[src/rtl/ha_sched_pkg.sv]
// Shared types and constants for the bit-serial add scheduler.
package ha_sched_pkg;

   // Scheduler control states
   typedef enum logic [1:0] {
      IDLE = 2'd0,
      RUN  = 2'd1,
      DONE = 2'd2
   } state_e;

   // Requester identifiers as carried on res_id and held in last_grant
   localparam logic REQ_A = 1'b0;
   localparam logic REQ_B = 1'b1;

   // Default operand width and the matching bit-counter width
   localparam int DEFAULT_WIDTH = 8;

   // Counter width needed to count 0..w-1
   function automatic int cntWidth(input int w);
      return $clog2(w);
   endfunction

   localparam int CNT_W = cntWidth(DEFAULT_WIDTH);

endpackage

[src/rtl/ha_cell.sv]
// Single-bit half adder used as the shared serial datapath cell.
module ha_cell (
   input  logic a,
   input  logic b,
   output logic s,
   output logic c
);

   // Sum is the XOR of the inputs and carry is their AND
   assign s = a ^ b;
   assign c = a & b;

endmodule

[src/rtl/ha_serial_sched.sv]
// Two-requester round-robin scheduler that adds operand pairs LSB-first
// through two half-adder cells and a carry register, WIDTH cycles per add.
module ha_serial_sched
   import ha_sched_pkg::*;
#(
   parameter int WIDTH = 8
) (
   input  logic             clk,
   input  logic             rst,
   input  logic             a_valid,
   input  logic [WIDTH-1:0] a_x,
   input  logic [WIDTH-1:0] a_y,
   output logic             a_ready,
   input  logic             b_valid,
   input  logic [WIDTH-1:0] b_x,
   input  logic [WIDTH-1:0] b_y,
   output logic             b_ready,
   output logic             busy,
   output logic             res_valid,
   output logic [WIDTH-1:0] res_sum,
   output logic             res_cout,
   output logic             res_id,
   input  logic             res_ready
);

   localparam int                  CNT_BITS = cntWidth(WIDTH);
   localparam logic [CNT_BITS-1:0] LAST_CNT = CNT_BITS'(WIDTH - 1);

   state_e              state_q, state_d;
   logic [WIDTH-1:0]    xShift_q, xShift_d;
   logic [WIDTH-1:0]    yShift_q, yShift_d;
   logic [WIDTH-1:0]    sumShift_q, sumShift_d;
   logic [CNT_BITS-1:0] cnt_q, cnt_d;
   logic                carry_q, carry_d;
   logic                resCout_q, resCout_d;
   logic                resId_q, resId_d;
   logic                lastGrant_q, lastGrant_d;

   logic grantA, grantB;
   logic s1, c1, sumBit, c2, carryNext;

   ha_cell uHa1 (
      .a (xShift_q[0]),
      .b (yShift_q[0]),
      .s (s1),
      .c (c1)
   );

   ha_cell uHa2 (
      .a (s1),
      .b (carry_q),
      .s (sumBit),
      .c (c2)
   );

   assign carryNext = c1 | c2;

   // Round-robin arbiter, active only in IDLE; on a tie the requester that did not win last time is granted
   always_comb begin
      grantA = 1'b0;
      grantB = 1'b0;
      if (state_q == IDLE) begin
         if (a_valid && b_valid) begin
            grantA = (lastGrant_q == REQ_B);
            grantB = (lastGrant_q == REQ_A);
         end else begin
            grantA = a_valid;
            grantB = b_valid;
         end
      end
   end

   assign a_ready   = grantA;
   assign b_ready   = grantB;
   assign busy      = (state_q != IDLE);
   assign res_valid = (state_q == DONE);
   assign res_sum   = sumShift_q;
   assign res_cout  = resCout_q;
   assign res_id    = resId_q;

   // Next-state and datapath update: load on accept, shift one bit per RUN cycle, hold in DONE until consumed
   always_comb begin
      state_d     = state_q;
      xShift_d    = xShift_q;
      yShift_d    = yShift_q;
      sumShift_d  = sumShift_q;
      cnt_d       = cnt_q;
      carry_d     = carry_q;
      resCout_d   = resCout_q;
      resId_d     = resId_q;
      lastGrant_d = lastGrant_q;
      unique case (state_q)
         IDLE: begin
            if (grantA || grantB) begin
               xShift_d    = grantB ? b_x : a_x;
               yShift_d    = grantB ? b_y : a_y;
               resId_d     = grantB ? REQ_B : REQ_A;
               lastGrant_d = grantB ? REQ_B : REQ_A;
               carry_d     = 1'b0;
               cnt_d       = '0;
               state_d     = RUN;
            end
         end
         RUN: begin
            xShift_d   = xShift_q >> 1;
            yShift_d   = yShift_q >> 1;
            sumShift_d = {sumBit, sumShift_q[WIDTH-1:1]};
            carry_d    = carryNext;
            cnt_d      = cnt_q + 1'b1;
            if (cnt_q == LAST_CNT) begin
               resCout_d = carryNext;
               state_d   = DONE;
            end
         end
         DONE: begin
            if (res_ready) begin
               state_d = IDLE;
            end
         end
         default: begin
            state_d = IDLE;
         end
      endcase
   end

   // State and datapath registers; reset clears everything and biases the first tie toward A
   always_ff @(posedge clk or posedge rst) begin
      if (rst) begin
         state_q     <= IDLE;
         xShift_q    <= '0;
         yShift_q    <= '0;
         sumShift_q  <= '0;
         cnt_q       <= '0;
         carry_q     <= 1'b0;
         resCout_q   <= 1'b0;
         resId_q     <= REQ_A;
         lastGrant_q <= REQ_B;
      end else begin
         state_q     <= state_d;
         xShift_q    <= xShift_d;
         yShift_q    <= yShift_d;
         sumShift_q  <= sumShift_d;
         cnt_q       <= cnt_d;
         carry_q     <= carry_d;
         resCout_q   <= resCout_d;
         resId_q     <= resId_d;
         lastGrant_q <= lastGrant_d;
      end
   end

endmodule

[config.mk]
export PLATFORM = sky130hd
export DESIGN_NAME = ha_serial_sched
export DESIGN_NICKNAME = d
export VERILOG_FILES = /design/src/rtl/ha_sched_pkg.sv /design/src/rtl/ha_cell.sv /design/src/rtl/ha_serial_sched.sv
export SDC_FILE = /design/constraint.sdc
export NUM_CORES = 1
export LEC_CHECK = 0
export ABC_AREA = 1
export BUFFER_PORTS_ARGS = -buffer_cell sky130_fd_sc_hd__buf_2
export CORE_AREA = 5 5 69 71
export DETAILED_ROUTE_END_ITERATION = 8
export DIE_AREA = 0 0 74 76
export PLACE_DENSITY = 0.73
export SYNTH_ARGS = -nofsm -noshare
export SYNTH_HDL_FRONTEND = slang
export SYNTH_HIERARCHICAL = 1
export SYNTH_SLANG_ARGS = --single-unit
[constraint.sdc]
create_clock -name clk -period 1.4 [get_ports clk]
set_input_delay 0.14 -clock clk [delete_from_list [all_inputs] [get_ports clk]]
set_output_delay 0.14 -clock clk [all_outputs]
set_load 0.01 [all_outputs]
# --- Yosys cells after proc, flatten, opt, wreduce, memory -nomap -nowiden ---
# Index checks and enable logic that the tools add are counted.
totals:
  out_inout_bits: 14
  wordCells: 50
  register_bits: 33
op_classes:
  bitwise: 6
  n_eq_ne: 6
  muxes: 19
  addsub: 1
  reduce_logical: 9
ops:
  columns: ["operator", "n"]
  rows:
  - ["two-way mux 8 bit", 4]
  - ["one-hot mux 8 bit (2 select lines)", 2]
  - ["two-way mux 1 bit", 6]
  - ["two-way mux 2 bit", 3]
  - ["one-hot mux 2 bit (3 select lines)", 1]
  - ["one-hot mux 3 bit (2 select lines)", 1]
  - ["AND reduction 2 bit", 3]
  - ["!= test 2 x 1 -> 1 bit (second input constant)", 2]
  - ["nonzero test 2 bit", 2]
  - ["adder 3 x 1 -> 3 bit (second input constant)", 1]
  - ["== test 3 bit (second input constant)", 1]
  - ["two-way mux 3 bit", 1]
  - ["AND reduction 3 bit", 1]
  - ["AND 1 bit", 2]
  - ["== test 2 x 1 -> 1 bit (second input constant)", 1]
  - ["== test 2 bit (second input constant)", 1]
  - ["zero test 2 bit", 1]
  - ["!= test 2 bit (second input constant)", 1]
  - ["one-hot mux 1 bit (2 select lines)", 1]
  - ["XOR 1 bit", 2]
  - ["logical AND 1 bit", 1]
  - ["logical OR 1 bit", 1]
  - ["inverter 1 bit", 1]
  - ["bitwise OR 1 bit", 1]

# --- Longest topological paths before layout ---
logic_depth:
  depth_word: 6
  ltp_mapped: 7

# --- Modules after synthesis ---
# Netlist, hierarchy kept.
by_module_without_submodules:
  columns: ["mod", "area_per_inst_um2", "instances", "seq_area_each_um2", "cells_per_inst"]
  rows:
  - ["ha_serial_sched", 1791.7, 1, 827.0, 222]
  - ["ha_cell", 12.5, 2, 0.0, 1]

# --- Least setup slack after synthesis ---
# No wires, ideal clock.
synth_path:
  path_type: "reg-to-output"
  start: "reg state_q[0]"
  end: "out a_ready"
  path_buffers: 1
  path_stages_with_launch: 5
  required_ps: 1260
  slack_ps: -6
  arrival_time_ps: 1266
  path_cell_list: "dfrtp_1 -> nor2_8 -> buf_2 -> inv_1 -> a211oi_1"
synth_between:
  elab_chain_len: 2
synth_lines:
  columns: ["element", "line", "text"]
  rows:
  - ["from (decl)", "ha_serial_sched.sv:29", "state_e state_q, state_d;"]
  - ["from (signal assigned)", "ha_serial_sched.sv:139", "state_q <= state_d;"]
  - ["zero test 2 bit", "ha_serial_sched.sv:62", "if (state_q == IDLE) begin"]
  - ["two-way mux 1 bit", "ha_serial_sched.sv:62", null]
  - ["to (decl)", "ha_serial_sched.sv:13", "output logic a_ready,"]
# Every way passes these cells.

# --- Final worst setup path ---
layout_path:
  start: "reg state_q[1]"
  end: "out a_ready"
# Same word-level chain as after synthesis.

==> results by stage <==
Global routing:
- Entering global routing, the biggest net connects 34 pins.
- The global-route usage over all layers is 0.157.
- The initial antenna violation count is 0.
- The total grt overflow is 0.
- The number of global-route vias before repair is 1,511.
- The global-route wire length before repair is between 6 and 7 mm.

Setup path:
- The critical path goes through nor2_8 > buf_6 > inv_2 > a211oi_2 > buf_2.
- Along the worst path, the maximum fanout reaches 4.
- The cell with the largest stage delay on the worst path is sky130_fd_sc_hd__dfrtp_2.
- The largest single stage delay on the critical path is between 0.4 and 0.5 ns.
- The worst reg-to-reg setup slack is about 0.04 ns.
- The setup path with the least slack is of type reg -> out.
- The data required time of the critical path is 1.26 ns.
- At the worst endpoint, the arrival time is 1.31 ns.
- STA classifies the critical path endpoint as an output port.
- The launching element type of the critical path is a register.

Clocking:
- The number of clock sinks is 33.
- The clock reaches the later pin of the worst-skew pair after between 0.2 and 0.3 ns.
- The cell sitting at the root of the clock tree is a sky130_fd_sc_hd__clkbuf_8.
- The CTS tree is yes.
- Buffers inserted during clock tree synthesis total 5.
- The clock input transition at the sequential cells of the worst setup and hold paths is 0.06 ns.
- In this run the deepest clock path goes through 2 buffers.
- The number of H-tree levels is 2.

Power:
- The power per cell area is around 2300 mW/mm^2.
- The relative contribution of the clock network to total power is 0.127.
- The design draws 5.38 mW.
- The combinational share of power is 0.547.
- The net switching power is between 2 and 2.5 mW.
- The share of total power in sequential cells is 0.326.
- Of the total power, the share spent switching nets is 0.416.
- The static power due to leakage is around 1.2 nW.
- Internal power comes to between 3 and 4 mW.
- The maximum vdd ir drop is about 1.3 mV.

Placed design:
- The sum of net half-perimeters after detailed placement is 2.87 mm.
- The instance count after placement with tap cells included is 320.
- The last weighted congestion value of the routability-driven placer is between 0.7 and 0.8.
- In this run the tool buffered the top-level ports with 50 buffer cells.

Synth:
- Yosys printed 6 warnings.
- In this run the cell area of the synthesized design comes to ~0.0018 sq mm.
- The post-synthesis cell type count is 25.
- In the synthesized netlist, the number of instances is around 220.
- The register area share after synthesis is 0.455.
- The average instance in the mapped netlist occupies between 8 and 9 sq um.
- In this run, synthesis produced a sequential element count of 33.
- The total nets after synthesis is 265.

Final layout:
- The area growth from synthesis to layout is 28.2%.
- The share of cells above drive strength 1 is 0.331.
- The number of standard cells in the final layout excluding fillers is between 300 and 400.
- The final antenna diode count is 0.
- The total number of nets in the final design is 327.

Die:
- The total area inside the core boundary comes to around 0.0042 sq mm.
- The overall die area is 0.00562 sq mm.
- The number of top-level design ports is 51.
- For this configuration, the core starts out at a cell density of 0.435.
- The die is approximately 76 um tall.
- The initialized floorplan defines 24 standard-cell rows.
- The floorplan step set the die width to around 74 um.

Drt:
- The aggregate routed wire length is around 4.4 mm.
- Dividing the detail-routed wire length by the instance count gives ~13 um.
- The pre-antenna-repair detailed-routing pass consisted of 5 iterations.
- The count of routing violations after the opening detailed-route iteration is around 180.
- For this run, design rule violations remaining after detail routing come to 0.
- The count of nets left with antenna violations once routing finished came out at 0.
- The via total after detailed routing is 1,680.
- Dividing the detail-routed via count by the number of cells gives 4.96.

Status:
- The flow ran to the end, but the final reports show violations.
- The checks that failed: negative setup slack.

Timing:
- The final worst-path setup slack is -0.0541 ns.
- For the pin with the worst max-slew slack, the measured transition is about 0.52 ns.
- Of the available clock period, the critical path in the final layout requires 1.04.
- After layout, the minimum clock period comes to ~1.5 ns.
- The max-slew violation count is 0.
- For this run, the top clock speed supported by timing is around 700 MHz.
- Setup repair after global routing could not meet its margin everywhere.
- The count of endpoints failing setup in the final report is 2.
- The clock skew after layout is 0.00604 ns.
- The final number of hold-violating endpoints is 0.
- The accumulated negative setup slack is -0.0899 ns.
- The relative max-transition margin is 0.652.
- The worst hold slack across all endpoints is about 0.037 ns.

Flow run:
- The max-cap violation count is 0.

Worst hold path:
- The class of the tightest hold or removal check is in -> reg.
cell usage in the layout, fill, tap and decap left out:
cell	synthesis	final
sky130_fd_sc_hd__a211oi_2	0	1
sky130_fd_sc_hd__a21oi_1	15	15
sky130_fd_sc_hd__buf_12	0	2
sky130_fd_sc_hd__buf_2	5	50
sky130_fd_sc_hd__buf_4	4	13
sky130_fd_sc_hd__buf_6	3	2
sky130_fd_sc_hd__clkbuf_1	1	3
sky130_fd_sc_hd__clkbuf_16	0	1
sky130_fd_sc_hd__clkbuf_8	0	5
sky130_fd_sc_hd__dfrtp_1	32	30
sky130_fd_sc_hd__dfrtp_2	0	2
sky130_fd_sc_hd__dfstp_2	1	1
sky130_fd_sc_hd__dlygate4sd3_1	0	1
sky130_fd_sc_hd__ha_1	4	4
sky130_fd_sc_hd__inv_1	12	10
sky130_fd_sc_hd__inv_2	3	4
sky130_fd_sc_hd__inv_6	0	1
sky130_fd_sc_hd__mux2_2	6	6
sky130_fd_sc_hd__nand2_1	75	74
sky130_fd_sc_hd__nand2_2	1	1
sky130_fd_sc_hd__nand2_4	0	1
sky130_fd_sc_hd__nand3_1	18	18
sky130_fd_sc_hd__nand3_4	1	1
sky130_fd_sc_hd__nand4_1	14	14
sky130_fd_sc_hd__nor2_1	17	17
sky130_fd_sc_hd__nor2_8	1	1
sky130_fd_sc_hd__o21ai_1	5	5
sky130_fd_sc_hd__o21ai_2	1	1
sky130_fd_sc_hd__o21ai_4	1	1
sky130_fd_sc_hd__o22ai_1	1	1
sky130_fd_sc_hd__o31ai_2	1	1
state kept, by name, summed over array words and instances, names as in the netlist:
name         flops
cnt_q            3
res_cout         1
res_sum          8
res_id           1
xShift_q         8
carry_q          1
yShift_q         8
lastGrant_q      1
state_q          2
stage by stage:
step	setup slack [ns]	util	cell area, sq um
2_1_floorplan	0.0888	-	1820
3_5_place_dp	-0.0538	0.506	2110
4_1_cts	-0.126	0.534	2230
6_report	-0.0541	0.558	2330
3_3_place_gp	0.0116	0.506	2110
5_1_grt	-0.121	0.558	2330
power groups by stage:
stage | clock network (mW) | logic (mW) | registers (mW)
2_1_floorplan | 0 | 1.98 | 1.78
3_3_place_gp | 0 | 2.55 | 1.76
3_5_place_dp | 0 | 2.59 | 1.78
4_1_cts | 0.714 | 2.68 | 1.75
5_1_grt | 0.753 | 3.35 | 1.82
6_report | 0.685 | 2.94 | 1.75
critical path, delay by kind of cell, from the launching register on:
kind | cells | cell delay (ns)
flip-flops | 1 | 0.45
buffers and inverters | 3 | 0.31
AND/OR/NAND/NOR | 1 | 0.15
AO/OA/AOI/OAI | 1 | 0.13
cells in the mapped netlist (all sizes together):
cell type  count  area (sq um)
a211oi         1          7.51
a21oi         15          75.1
buf           12          88.8
clkbuf         2          8.75
dfrtp         32           801
dfstp          1          26.3
ha             4          50.1
inv           15          56.3
mux2           6          67.6
nand2         76           288
nand3         19           108
nand4         14          87.6
nor2          18          83.8
o21ai          7          50.1
o22ai          1          6.26
o31ai          1          12.5
final cells by class:
class | count | area (sq um)
inverter | 15 | 61.3
clock buffer | 8 | 80.1
timing repair buffer | 69 | 445
multi-input combinational | 162 | 848
sequential | 33 | 830
fill | 367 | 1840
tap | 52 | 65.1
layer usage:
metal,share of wire,vias up,wire [um],GRT usage
met1,0.45,754,1940,0.225
li1,-,860,-,-
met3,0.087,6,377,0.0475
met2,0.45,60,1970,0.220
met5,0,-,0,0
met4,0.016,0,68,0.0634
cells by family (layout without fill, tap and decap cells):
kind of cell | Yosys count | after routing | synth area share
adder cells (fa/ha/maj) | 4 | 4 | 0.0275
AO/OA/AOI/OAI | 25 | 25 | 0.0833
flip-flops | 33 | 33 | 0.455
buffers and inverters | 29 | 92 | 0.0847
multiplexers | 6 | 6 | 0.0372
AND/OR/NAND/NOR | 127 | 127 | 0.312
worst paths after layout:
check,start,endpoint,cells after the start
min,res_ready,state_q[1],2
min reg2reg,res_id,res_id,2
max,state_q[1],a_ready,5
min in group asynchronous,rst,yShift_q[0],4
max in group asynchronous,rst,state_q[1],4
max reg2reg,state_q[1],yShift_q[3],8
repair_timing:
action / CTS / global route
gates cloned: 0 / 1
buffers inserted: 3 / 6
hold endpoints to repair: 32 / 0
pin swaps: 0 / 1
setup endpoints to repair: 23 / 29
hold buffers: 1 / 0
resized for setup: 3 / 11
Note: power is estimated with default switching activity, not from simulation.
